File: src/rtl/multdiv_issue_control_pkg.sv
// multdiv_issue_control_pkg: opcode/ALU-op constants, FSM encoding and decode helpers
// shared by the mul/div issue control.
package multdiv_issue_control_pkg;
    localparam logic [4:0] OP_ALU = 5'd0, OP_BNE = 5'd2, OP_JAL = 5'd3, OP_ADDI = 5'd5;
    localparam logic [4:0] OP_BLT = 5'd6, OP_SW = 5'd7, OP_LW = 5'd8;
    localparam logic [4:0] ALU_MUL = 5'b00110, ALU_DIV = 5'b00111;
    localparam logic [4:0] REG_RA = 5'd31;
    typedef enum logic [1:0] {IDLE, START, BUSY, DONE} state_t;
    function automatic logic is_muldiv(input logic [31:0] ir);
        return ir[31:27] == OP_ALU && (ir[6:2] == ALU_MUL || ir[6:2] == ALU_DIV);
    endfunction
    // An all-zero word is the pipeline nop and never occupies the write port.
    function automatic logic writes_w(input logic [31:0] ir);
        return ir != 32'd0 && (ir[31:27] == OP_ALU || ir[31:27] == OP_JAL ||
                               ir[31:27] == OP_ADDI || ir[31:27] == OP_LW);
    endfunction
endpackage

File: src/rtl/multdiv_issue_control_if.sv
// multdiv_issue_control_if: start/operand/result handshake between issue control and mul/div datapath.
interface multdiv_issue_control_if;
    logic        ctrl_MULT;
    logic        ctrl_DIV;
    logic [31:0] operandA;
    logic [31:0] operandB;
    logic        data_resultRDY;
    logic        data_exception;
    logic [31:0] data_result;
    modport master(output ctrl_MULT, ctrl_DIV, operandA, operandB,
                   input data_resultRDY, data_exception, data_result);
    modport slave(input ctrl_MULT, ctrl_DIV, operandA, operandB,
                  output data_resultRDY, data_exception, data_result);
endinterface

File: src/rtl/multdiv_issue_control_hazard.sv
// pw_hazard_detect: flags an X-stage instruction that reads or writes the register held in the P/W latch.
module pw_hazard_detect
    import multdiv_issue_control_pkg::*;
(
    input  logic [4:0] op,
    input  logic [4:0] rd,
    input  logic [4:0] rs,
    input  logic [4:0] rt,
    input  logic [4:0] pw_rd,
    output logic       hit
);
    always_comb begin
        hit = 1'b0;
        if (pw_rd != 5'd0)
            case (op)
                OP_ALU: hit = rd == pw_rd || rs == pw_rd || rt == pw_rd;
                OP_BNE, OP_ADDI, OP_BLT, OP_SW, OP_LW: hit = rd == pw_rd || rs == pw_rd;
                OP_JAL: hit = pw_rd == REG_RA;
                default: hit = 1'b0;
            endcase
    end
endmodule

File: src/rtl/multdiv_issue_control.sv
// multdiv_issue_control: issues mul/div from X to the datapath, holds the result in the P/W latch
// and steals a W-stage slot for writeback, stalling dependent or competing instructions.
module multdiv_issue_control
    import multdiv_issue_control_pkg::*;
#(
    parameter logic [4:0]  RSTATUS_REG  = 5'd30,
    parameter logic [31:0] MUL_EXC_CODE = 32'd4,
    parameter logic [31:0] DIV_EXC_CODE = 32'd5
) (
    input  logic        clock,
    input  logic        reset_n,
    input  logic [31:0] DXIR,
    input  logic [31:0] DXA,
    input  logic [31:0] DXB,
    input  logic [31:0] MWIR,
    output logic [31:0] PWIR,
    output logic [31:0] PWResult,
    output logic        multOrDivReady,
    output logic        stall,
    multdiv_issue_control_if.master dp
);
    state_t state, state_nx;
    logic dx_md, hazard, capture, pw_mul;
    assign dx_md  = is_muldiv(DXIR);
    assign pw_mul = PWIR[6:2] == ALU_MUL;
    pw_hazard_detect u_hazard (
        .op(DXIR[31:27]),
        .rd(DXIR[26:22]),
        .rs(DXIR[21:17]),
        .rt(DXIR[16:12]),
        .pw_rd(PWIR[26:22]),
        .hit(hazard)
    );
    always_comb begin
        multOrDivReady = reset_n && state == DONE && !writes_w(MWIR);
        stall = reset_n && state != IDLE &&
                ((dx_md && !multOrDivReady) || hazard || (state == DONE && !multOrDivReady));
        capture = dx_md && !stall && (state == IDLE || multOrDivReady);
        dp.ctrl_MULT = reset_n && state == START && pw_mul;
        dp.ctrl_DIV = reset_n && state == START && !pw_mul;
        state_nx = capture ? START :
                   state == START ? BUSY :
                   state == BUSY && dp.data_resultRDY ? DONE :
                   multOrDivReady ? IDLE : state;
    end
    always_ff @(posedge clock) begin
        if (!reset_n)
            state <= IDLE;
        else
            state <= state_nx;
    end
    // Writeback clears PWIR; a back-to-back capture on the same edge takes priority.
    always_ff @(posedge clock) begin
        if (!reset_n) begin
            PWIR        <= '0;
            PWResult    <= '0;
            dp.operandA <= '0;
            dp.operandB <= '0;
        end else begin
            if (capture) begin
                PWIR        <= DXIR;
                dp.operandA <= DXA;
                dp.operandB <= DXB;
            end else if (multOrDivReady) begin
                PWIR <= '0;
            end
            if (state == BUSY && dp.data_resultRDY) begin
                PWResult <= dp.data_exception ? (pw_mul ? MUL_EXC_CODE : DIV_EXC_CODE) : dp.data_result;
                if (dp.data_exception)
                    PWIR[26:22] <= RSTATUS_REG;
            end
        end
    end
endmodule

File: src/flat_wrapper.sv
// flat-port wrapper written by rule: the top's interface ports become plain ports
module multdiv_issue_control_flat import multdiv_issue_control_pkg::*;
#(
    parameter logic [4:0]  RSTATUS_REG  = 5'd30,
    parameter logic [31:0] MUL_EXC_CODE = 32'd4,
    parameter logic [31:0] DIV_EXC_CODE = 32'd5
)
  (clock, reset_n, DXIR, DXA, DXB, MWIR, PWIR, PWResult, multOrDivReady, stall, dp_ctrl_MULT, dp_ctrl_DIV, dp_operandA, dp_operandB, dp_data_resultRDY, dp_data_exception, dp_data_result);
  multdiv_issue_control_if dp_i ();
  input  logic clock;
  input  logic reset_n;
  input  logic [31:0] DXIR;
  input  logic [31:0] DXA;
  input  logic [31:0] DXB;
  input  logic [31:0] MWIR;
  output logic [31:0] PWIR;
  output logic [31:0] PWResult;
  output logic multOrDivReady;
  output logic stall;
  output wire logic [$bits(dp_i.ctrl_MULT)-1:0] dp_ctrl_MULT;
  output wire logic [$bits(dp_i.ctrl_DIV)-1:0] dp_ctrl_DIV;
  output wire logic [$bits(dp_i.operandA)-1:0] dp_operandA;
  output wire logic [$bits(dp_i.operandB)-1:0] dp_operandB;
  input wire logic [$bits(dp_i.data_resultRDY)-1:0] dp_data_resultRDY;
  input wire logic [$bits(dp_i.data_exception)-1:0] dp_data_exception;
  input wire logic [$bits(dp_i.data_result)-1:0] dp_data_result;
  assign dp_ctrl_MULT = dp_i.ctrl_MULT;
  assign dp_ctrl_DIV = dp_i.ctrl_DIV;
  assign dp_operandA = dp_i.operandA;
  assign dp_operandB = dp_i.operandB;
  assign dp_i.data_resultRDY = dp_data_resultRDY;
  assign dp_i.data_exception = dp_data_exception;
  assign dp_i.data_result = dp_data_result;
  multdiv_issue_control #(.RSTATUS_REG(RSTATUS_REG), .MUL_EXC_CODE(MUL_EXC_CODE), .DIV_EXC_CODE(DIV_EXC_CODE)) u_core (.clock(clock), .reset_n(reset_n), .DXIR(DXIR), .DXA(DXA), .DXB(DXB), .MWIR(MWIR), .PWIR(PWIR), .PWResult(PWResult), .multOrDivReady(multOrDivReady), .stall(stall), .dp(dp_i));
endmodule
File: config.mk
export PLATFORM = sky130hd
export DESIGN_NAME = multdiv_issue_control_flat
export DESIGN_NICKNAME = d
export VERILOG_FILES = /design/src/rtl/multdiv_issue_control_pkg.sv /design/src/rtl/multdiv_issue_control_if.sv /design/src/rtl/multdiv_issue_control_hazard.sv /design/src/rtl/multdiv_issue_control.sv /design/src/flat_wrapper.sv
export SDC_FILE = /design/constraint.sdc
export NUM_CORES = 1
export LEC_CHECK = 0
export CORE_MARGIN = 2
export CORE_UTILIZATION = 39
export DETAILED_ROUTE_END_ITERATION = 7
export PLACE_DENSITY_LB_ADDON = 0.05
export SLEW_MARGIN = 10
export SYNTH_ARGS = -nofsm -noshare
export SYNTH_HDL_FRONTEND = slang
export SYNTH_SLANG_ARGS = --single-unit
File: constraint.sdc
create_clock -name clock -period 3 [get_ports clock]
set_input_delay 0.6 -clock clock [delete_from_list [all_inputs] [get_ports clock]]
set_output_delay 0.6 -clock clock [all_outputs]
set_load 0.005 [all_outputs]
# After elaboration in Yosys (flattened, before gate mapping)
# Cells that the tools add are included.
dict set report word_totals {
  reg_bits 130
  inputBits 164
  output_inout_bits 132
  word_cells 77
}
dict set report classes {
  eq_ne 19
  mux 12
  n_bitwise 1
  reduce_logical 38
}
# cell count
set op_table {}
lappend op_table {{two-way mux 32 bit} 3}
lappend op_table {{equality test 5 x 3 -> 1 bit (second input constant)} 7}
lappend op_table {{nonzero test 32 bit} 1}
lappend op_table {{equality test 5 x 2 -> 1 bit (second input constant)} 3}
lappend op_table {{equality test 5 bit} 3}
lappend op_table {{logical AND 1 bit} 14}
lappend op_table {{equality test 5 x 4 -> 1 bit (second input constant)} 2}
lappend op_table {{logical NOT 5 bit} 2}
lappend op_table {{two-way mux 5 bit} 2}
lappend op_table {{logical OR 1 bit} 9}
lappend op_table {{two-way mux 2 bit} 3}
lappend op_table {{equality test 5 bit (second input constant)} 1}
lappend op_table {{nonzero test 5 bit} 1}
lappend op_table {{OR reduction 5 bit} 1}
lappend op_table {{equality test 2 bit (second input constant)} 2}
lappend op_table {{logical NOT 1 bit} 4}
lappend op_table {{nonzero test 2 bit} 2}
lappend op_table {{nonzero test 4 bit} 1}
lappend op_table {{two-way mux 1 bit} 3}
lappend op_table {{case mux 1 bit (3 select lines)} 1}
lappend op_table {{nonzero test 3 bit} 1}
lappend op_table {{equality test 2 x 1 -> 1 bit (second input constant)} 1}
lappend op_table {{logical NOT 2 bit} 1}
lappend op_table {{OR reduction 2 bit} 1}
lappend op_table {{inverter 1 bit} 1}

# Logic depth before layout (Yosys ltp)
# Gate-level depths: netlist of the first run.
dict set report depth {
  depth_word 18
  depth_mapped 9
}

# Hierarchy
# Synthesis of the first run repeated with hierarchy kept, for this count alone.
dict set report hier_totals {
  cells_unflattened 641
  hier_area_um2 5501.5
}
# module instances cells_per_inst area_each_um2
set modules_own_cells {}
lappend modules_own_cells {multdiv_issue_control 1 602 5217.5}
lappend modules_own_cells {pw_hazard_detect 1 39 284.0}

# Least setup slack after synthesis of the first run
# OpenSTA, ideal clock, no wires.
dict set report synth_path {
  path_type {input to output}
  start {input port DXIR[27]}
  end {output port stall}
  arrival_time_ns 1.891
  required_ns 2.400
  setup_slack_ns 0.509
  cell_stages 6
  path_buffers 0
  cell_sequence {or4_4 > nor4_2 > a31o_1 > a2bb2oi_1 > a21boi_0 > o211a_1}
}
dict set report synth_between {
  elab_chain_cells 7
  elab_cells_between_ends 15
}
# item line_no
set synth_lines {}
lappend synth_lines {{start: declaration} flat_wrapper.sv:12} ;# input logic [31:0] DXIR;
lappend synth_lines {{equality test 5 x 2 -> 1 bit, or another cell as far along} multdiv_issue_control_hazard.sv:15} ;# case (op)
lappend synth_lines {{OR reduction 5 bit} multdiv_issue_control_hazard.sv:15}
lappend synth_lines {{case mux 1 bit (3 select lines)} multdiv_issue_control_hazard.sv:15}
lappend synth_lines {{two-way mux 1 bit} multdiv_issue_control_hazard.sv:14} ;# if (pw_rd != 5'd0)
lappend synth_lines {{logical OR 1 bit * (2 in series)} multdiv_issue_control.sv:37} ;# ((dx_md && !multOrDivReady) || hazard || (state == DONE && !multOrDivReady));
lappend synth_lines {{logical AND 1 bit *} multdiv_issue_control.sv:36} ;# stall = reset_n && state != IDLE &&
lappend synth_lines {{end: declaration} flat_wrapper.sv:19} ;# output logic stall;
# Mark *: on every way between the ends. The rest lies on a longest branch, timed or not.

# Worst setup path after layout of the first run
dict set report layout_path {
  start {input port DXIR[30]}
  end {output port stall}
}
# The elaborated chain is that of the path after synthesis.

==> flow_summary.json, run 1 <==
{
  "gp_congestion": 0.860,
  "async_flop_share": 0,
  "p_sw_frac": 0.207,
  "cts_inserted_buffers": 17,
  "hold_class": "reg -> reg",
  "drt_first_pass_iters": 4,
  "cts_root_buf": "clkbuf_16",
  "slew_viol_final": 0,
  "area_growth_pct": 71.3,
  "path_clk_slew_ps": 50,
  "antenna-diode-count": 0,
  "synth_cell_types": 38,
  "hp-start": "u_core.PWResult[1]",
  "die_area_um2": 14900,
  "start_util": 0.395,
  "holdBufCountCts": 0,
  "tritoncts": "done",
  "max_freq_ghz": 0.343,
  "postSynthCellCount": 623,
  "tightest_slew_ps": 631,
  "vias_per_cell": 4.84,
  "status": "finished, final reports clean",
  "comb_power_share": 0.083,
  "reg2reg_to": "u_core.dp.operandB[6]",
  "synth_ff_type": "dfxtp_1",
  "power_density_nw_per_um2": 450,
  "synth_edf_count": 0,
  "reg2reg_setup_slack_ps": 780,
  "placed_cells": 1074,
  "synth_area_per_cell_um2": 8.71,
  "power_switching_uw": 868,
  "cts.sinks": 130,
  "wl_per_cell_um": 15.5,
  "grt_max_degree": 70,
  "die_h_um": 122,
  "final_antenna_net_count": 0,
  "drt-total-wl_um": 17100,
  "cp.required_ps": 2400,
  "syn_nets": 787,
  "min_to": "u_core.PWResult[1]",
  "drtIter0Drc": 227,
  "vias": 5344,
  "rsz0062_at_grt": "no",
  "cp-end-kind": "primary output",
  "critPathLaunch": "DXIR[30]",
  "placed_area_um2": 8600,
  "fin_nets": 1078,
  "drc": 0,
  "drive_above_1_share": 0.0800,
  "cap_violations": 0,
  "yosysMostFrequentCell": "nand2_1",
  "synth_top_area_cell": "dfxtp_1",
  "ioPinCount": 296,
  "synth.area.top_cells": "dfxtp_1 48%, mux2i_1 15%, nand2_1 15%, a21oi_1 3.0%, clkbuf_1 2.7%",
  "htreeDepth": 4,
  "cp-start-kind": "input port",
  "dpl.hpwl_um": 12800,
  "period_minus_slack_ps": 2920,
  "finalSetupViolCount": 0,
  "worstSkewPairLatency_ps": 410,
  "clockPowerShare": 0.503,
  "grt_usage": 0.228,
  "ir_drop_mv": 0.323,
  "row_count": 43,
  "grt_pass1_vias": 5442,
  "ys_seq_area_frac": 0.480,
  "ff2ff_path_depth": 7,
  "yosys_warnings": 0,
  "hold_slack_ps": 453,
  "fin_cells": 1105,
  "final-hold-violation-count": 0,
  "grt_first_pass_wirelength_um": 26300,
  "p_leak_uw": 0.00342,
  "finalPower_uw": 4180,
  "slew_headroom": 0.579,
  "cts_max_path_buffers": 2,
  "path_class": "in -> out",
  "timing.rr.start": "u_core.PWIR[25]",
  "power.internal_uw": 3320,
  "fin_area_um2": 9290,
  "synth_commonest_cells": "215 x nand2_1, 130 x dfxtp_1, 83 x mux2i_1",
  "coreArea_um2": 13700,
  "holdPathStages": 2,
  "critical_path.slowest_cell": "or4_4",
  "portBuffers": 295,
  "cp_cell_sequence": "clkdlybuf4s15_1 -> or4_4 -> nor4_4 -> a31o_1 -> a2bb2oi_4 -> a21boi_2 -> o211a_1 -> buf_2",
  "fin_skew_ps": 6.88,
  "cp_max_fo": 3,
  "synth_area_um2": 5420,
  "fin_crit_sh": 0.973,
  "p_seq_frac": 0.414,
  "worstPathArrival_ps": 2320,
  "die_w_um": 122,
  "ys_ff_latch": 130,
  "antenna_found_initial": 0,
  "crit_path_max_incr_delay_ps": 570,
  "synth_top_area_share": 0.480,
  "overflow": 0
}
## registers in the layout, summed over array words and instances, names as in the netlist
register and count:
u_core.dp.operandA 32, u_core.state 2, u_core.dp.operandB 32, u_core.PWResult 32
u_core.PWIR 32
## per-layer routing
metal | vias to the layer above | GRT usage | wire length, µm
met5 | - | 0 | 0
met4 | 0 | 0.101 | 467
met3 | 36 | 0.0871 | 1560
met2 | 190 | 0.398 | 8560
met1 | 2462 | 0.245 | 6530
li1 | 2656 | - | -
## power by group through the flow
stage	Combinational (µW)	Sequential [µW]	Clock, µW
6_report	348	1730	2100
3_5_place_dp	343	1770	0
4_1_cts	348	1730	2150
3_3_place_gp	336	1770	0
5_1_grt	376	1730	2220
2_1_floorplan	86.9	1770	0
## what timing repair did
item,CTS,global route
pin swaps,7,9
buffers inserted,0,1
endpoints found under the setup margin,2,1
gates resized for setup,15,15
## how the worst max path moves through the flow
stage          slack (ps)  cells after the start  endpoint
6_report               80                      8     stall
5_1_grt                20                      8     stall
4_1_cts               -50                      8     stall
3_5_place_dp         -640                      8     stall
3_3_place_gp         -530                      8     stall
2_1_floorplan         510                      6     stall
## layout by cell type (no fill, tap or decap), types with 2 or more instances in the layout
cell type / count
clkdlybuf4s50_1: 284
and3_1: 2
a41o_1: 4
clkinv_2: 4
dfxtp_1: 130
clkbuf_16: 17
nor2_2: 2
mux2i_1: 83
inv_1: 2
dlymetal6s2s_1: 6
and2_1: 11
buf_12: 4
xnor2_1: 3
clkdlybuf4s15_1: 2
xor2_1: 12
nor4_2: 3
nor3_1: 5
clkbuf_8: 3
nand2_1: 215
a21oi_1: 33
nand4_1: 3
buf_4: 22
nor4_1: 7
clkinvlp_4: 2
o21a_1: 3
a31o_1: 5
bufinv_16: 3
nand3_1: 20
nor2_1: 9
## stage by stage
step	TNS [ps]	setup slack (ps)	util
after floorplan	0	509	-
after global placement	-674	-528	0.627
after detailed placement	-771	-642	0.627
after CTS	-53.7	-53.7	0.673
after global routing	0	16.5	0.677
final	0	80.6	0.677
## kinds of logic after synthesis
family / count (synthesis) / share of synthesized area
AND/OR/NAND/NOR: 286 / 0.224
flip-flops: 130 / 0.480
multiplexers: 84 / 0.155
AO/OA/AOI/OAI: 56 / 0.0657
buffers and inverters: 51 / 0.0491
XOR/XNOR: 16 / 0.0258
## final cells by class
| cell class | count | area, µm² |
|---|---|---|
| fillers | 1128 | 4430 |
| repair buffers | 321 | 3210 |
| clock buffers | 20 | 467 |
| flip-flops and latches | 130 | 2600 |
| multi-input cells | 442 | 2650 |
| clock inverters | 10 | 134 |
| inverters | 2 | 7.51 |
| well taps | 180 | 225 |
## worst max-delay path: cells and delay by family
family,cells,cell delay (ps)
compound gates,4,610
buf+inv,2,320
simple gates,2,780
No activity file was read; power rests on OpenSTA's default activity.
==> run 2: changes to the inputs <==
CELL_PAD_IN_SITES_DETAIL_PLACEMENT = 0   (was default)
CELL_PAD_IN_SITES_GLOBAL_PLACEMENT = 2   (was default)
CORE_UTILIZATION = 21   (was 39)
==> flow_summary.json, run 2 (synthesis results as in run 1) <==
{
  "ioPinCount": 296,
  "cts.sinks": 130,
  "vias_per_cell": 4.22,
  "cts_root_buf": "clkbuf_16",
  "timing.rr.start": "u_core.PWIR[23]",
  "die_area_um2": 27100,
  "globalRouteMet1Util": 0.160,
  "path_class": "in -> out",
  "hold_class": "reg -> reg",
  "power_switching_uw": 970,
  "drtIter0Drc": 153,
  "ir_drop_mv": 0.291,
  "tightest_slew_ps": 883,
  "antenna-diode-count": 0,
  "start_util": 0.215,
  "drt_first_pass_iters": 4,
  "nFillCells": 2564,
  "path_clk_slew_ps": 60,
  "min_to": "u_core.dp.operandA[1]",
  "power.internal_uw": 3220,
  "holdBufCountCts": 0,
  "drt-total-wl_um": 19400,
  "busiest_layer": "met2",
  "final_common_cell": "clkdlybuf4s50_1",
  "clockPowerShare": 0.503,
  "grt_usage": 0.141,
  "reg2reg_to": "u_core.dp.operandB[18]",
  "p_sw_frac": 0.232,
  "fin_crit_sh": 0.967,
  "finalSetupViolCount": 0,
  "setup_tns_ps": 0,
  "comb_power_share": 0.084,
  "portBuffers": 295,
  "final-hold-violation-count": 0,
  "antenna_found_initial": 0,
  "wl_per_cell_um": 15.3,
  "hp-start": "u_core.dp.operandA[1]",
  "slew_headroom": 0.411,
  "coreArea_um2": 25300,
  "tritoncts": "done",
  "vias": 5343,
  "die_w_um": 165,
  "htreeDepth": 4,
  "grt_first_pass_wirelength_um": 29500,
  "ff2ff_path_depth": 8,
  "cap_violations": 0,
  "worstPathArrival_ps": 2300,
  "gp_congestion": 0.839,
  "hold_slack_ps": 454,
  "cp_max_fo": 2,
  "cp-end-kind": "primary output",
  "power_density_nw_per_um2": 441,
  "final_antenna_net_count": 0,
  "overflow": 0,
  "grt_max_degree": 94,
  "holdPathStages": 2,
  "p_seq_frac": 0.413,
  "cts_max_path_buffers": 2,
  "row_count": 58,
  "fin_nets": 1086,
  "use_met3": 0.0610,
  "drive_above_1_share": 0.0909,
  "max_freq_ghz": 0.345,
  "grtUsageMet2": 0.238,
  "grt_pass1_vias": 5393,
  "cp-start-kind": "input port",
  "dpl.hpwl_um": 14400,
  "area_growth_pct": 75.2,
  "fin_skew_ps": 8.54,
  "reg2reg_setup_slack_ps": 720,
  "status": "finished, final reports clean",
  "die_h_um": 165,
  "cts_inserted_buffers": 17,
  "p_leak_uw": 0.00343,
  "slew_viol_final": 0,
  "cp.required_ps": 2400,
  "period_minus_slack_ps": 2900,
  "worstSkewPairLatency_ps": 420,
  "drc": 0,
  "most-common-layout-cells": "279 x clkdlybuf4s50_1, 215 x nand2_1, 130 x dfxtp_1"
}
==> run 2: cell types whose count changed in the layout (fill, tap and decap cells not counted), sizes merged <==
cell | before | now
bufinv | 3 | 2
dlygate4sd2 | 1 | 8
dlymetal6s2s | 6 | 5
inv | 2 | 7
clkinvlp | 2 | 3
clkdlybuf4s50 | 284 | 279
clkinv | 5 | 3
clkdlybuf4s15 | 2 | 1
clkbuf | 20 | 19
buf | 28 | 36
==> run 2: how the worst max path moves through the flow <==
stage | startpoint | to | depth (start not counted)
after CTS | MWIR[4] | stall | 10
after global placement | MWIR[1] | stall | 10
after floorplan | DXIR[27] | stall | 6
after global routing | MWIR[2] | multOrDivReady | 9
final | MWIR[2] | multOrDivReady | 9
after detailed placement | DXIR[27] | stall | 8
==> run 2: repair_timing <==
action                     in CTS  in global routing
setup buffers                   2                  0
resized for setup              20                 14
pin swaps                      10                 11
setup endpoints to repair       2                  2
==> run 2: cell type report <==
type / count / area (µm²) / area share
Inverter: 2 / 7.51 / 0.000790
Timing Repair Buffer: 329 / 3230 / 0.340
Tap cell: 330 / 413 / 0.0434
Multi-Input combinational cell: 442 / 2660 / 0.279
Clock inverter: 13 / 151 / 0.0159
Sequential cell: 130 / 2600 / 0.274
Clock buffer: 19 / 443 / 0.0466
==> run 2: worst max-delay path: stages <==
cell and delay [ps]:
clkdlybuf4s50_1 410, nor4_2 300, nand4_1 160, nor2_2 160, o311ai_4 120, inv_1 90
buf_4 100, buf_4 100, clkdlybuf4s15_1 250
==> run 2: per-layer routing <==
layer  vias up  part of all wire
li1       2669                 -
met1      2437              0.41
met2       218              0.47
met3        19              0.11
met4         0             0.016
met5         -                 0
==> run 2: stage by stage <==
step,setup slack [ps],utilization,instance area (µm²),total power (µW),instances
2_1_floorplan,509,-,5420,1850,623
6_report,97.6,0.376,9510,4190,1265
3_5_place_dp,-552,0.349,8820,2120,1231
4_1_cts,12.9,0.374,9440,4270,1265
3_3_place_gp,-565,0.349,8820,2110,1231
5_1_grt,-5.63,0.376,9510,4370,1265
==> run 2: power groups by stage <==
stage	clock network (µW)	logic, µW	registers, µW
after CTS	2190	350	1730
final	2110	350	1730
after global routing	2270	380	1730
after detailed placement	0	349	1770
after floorplan	0	86.9	1770
after global placement	0	345	1770
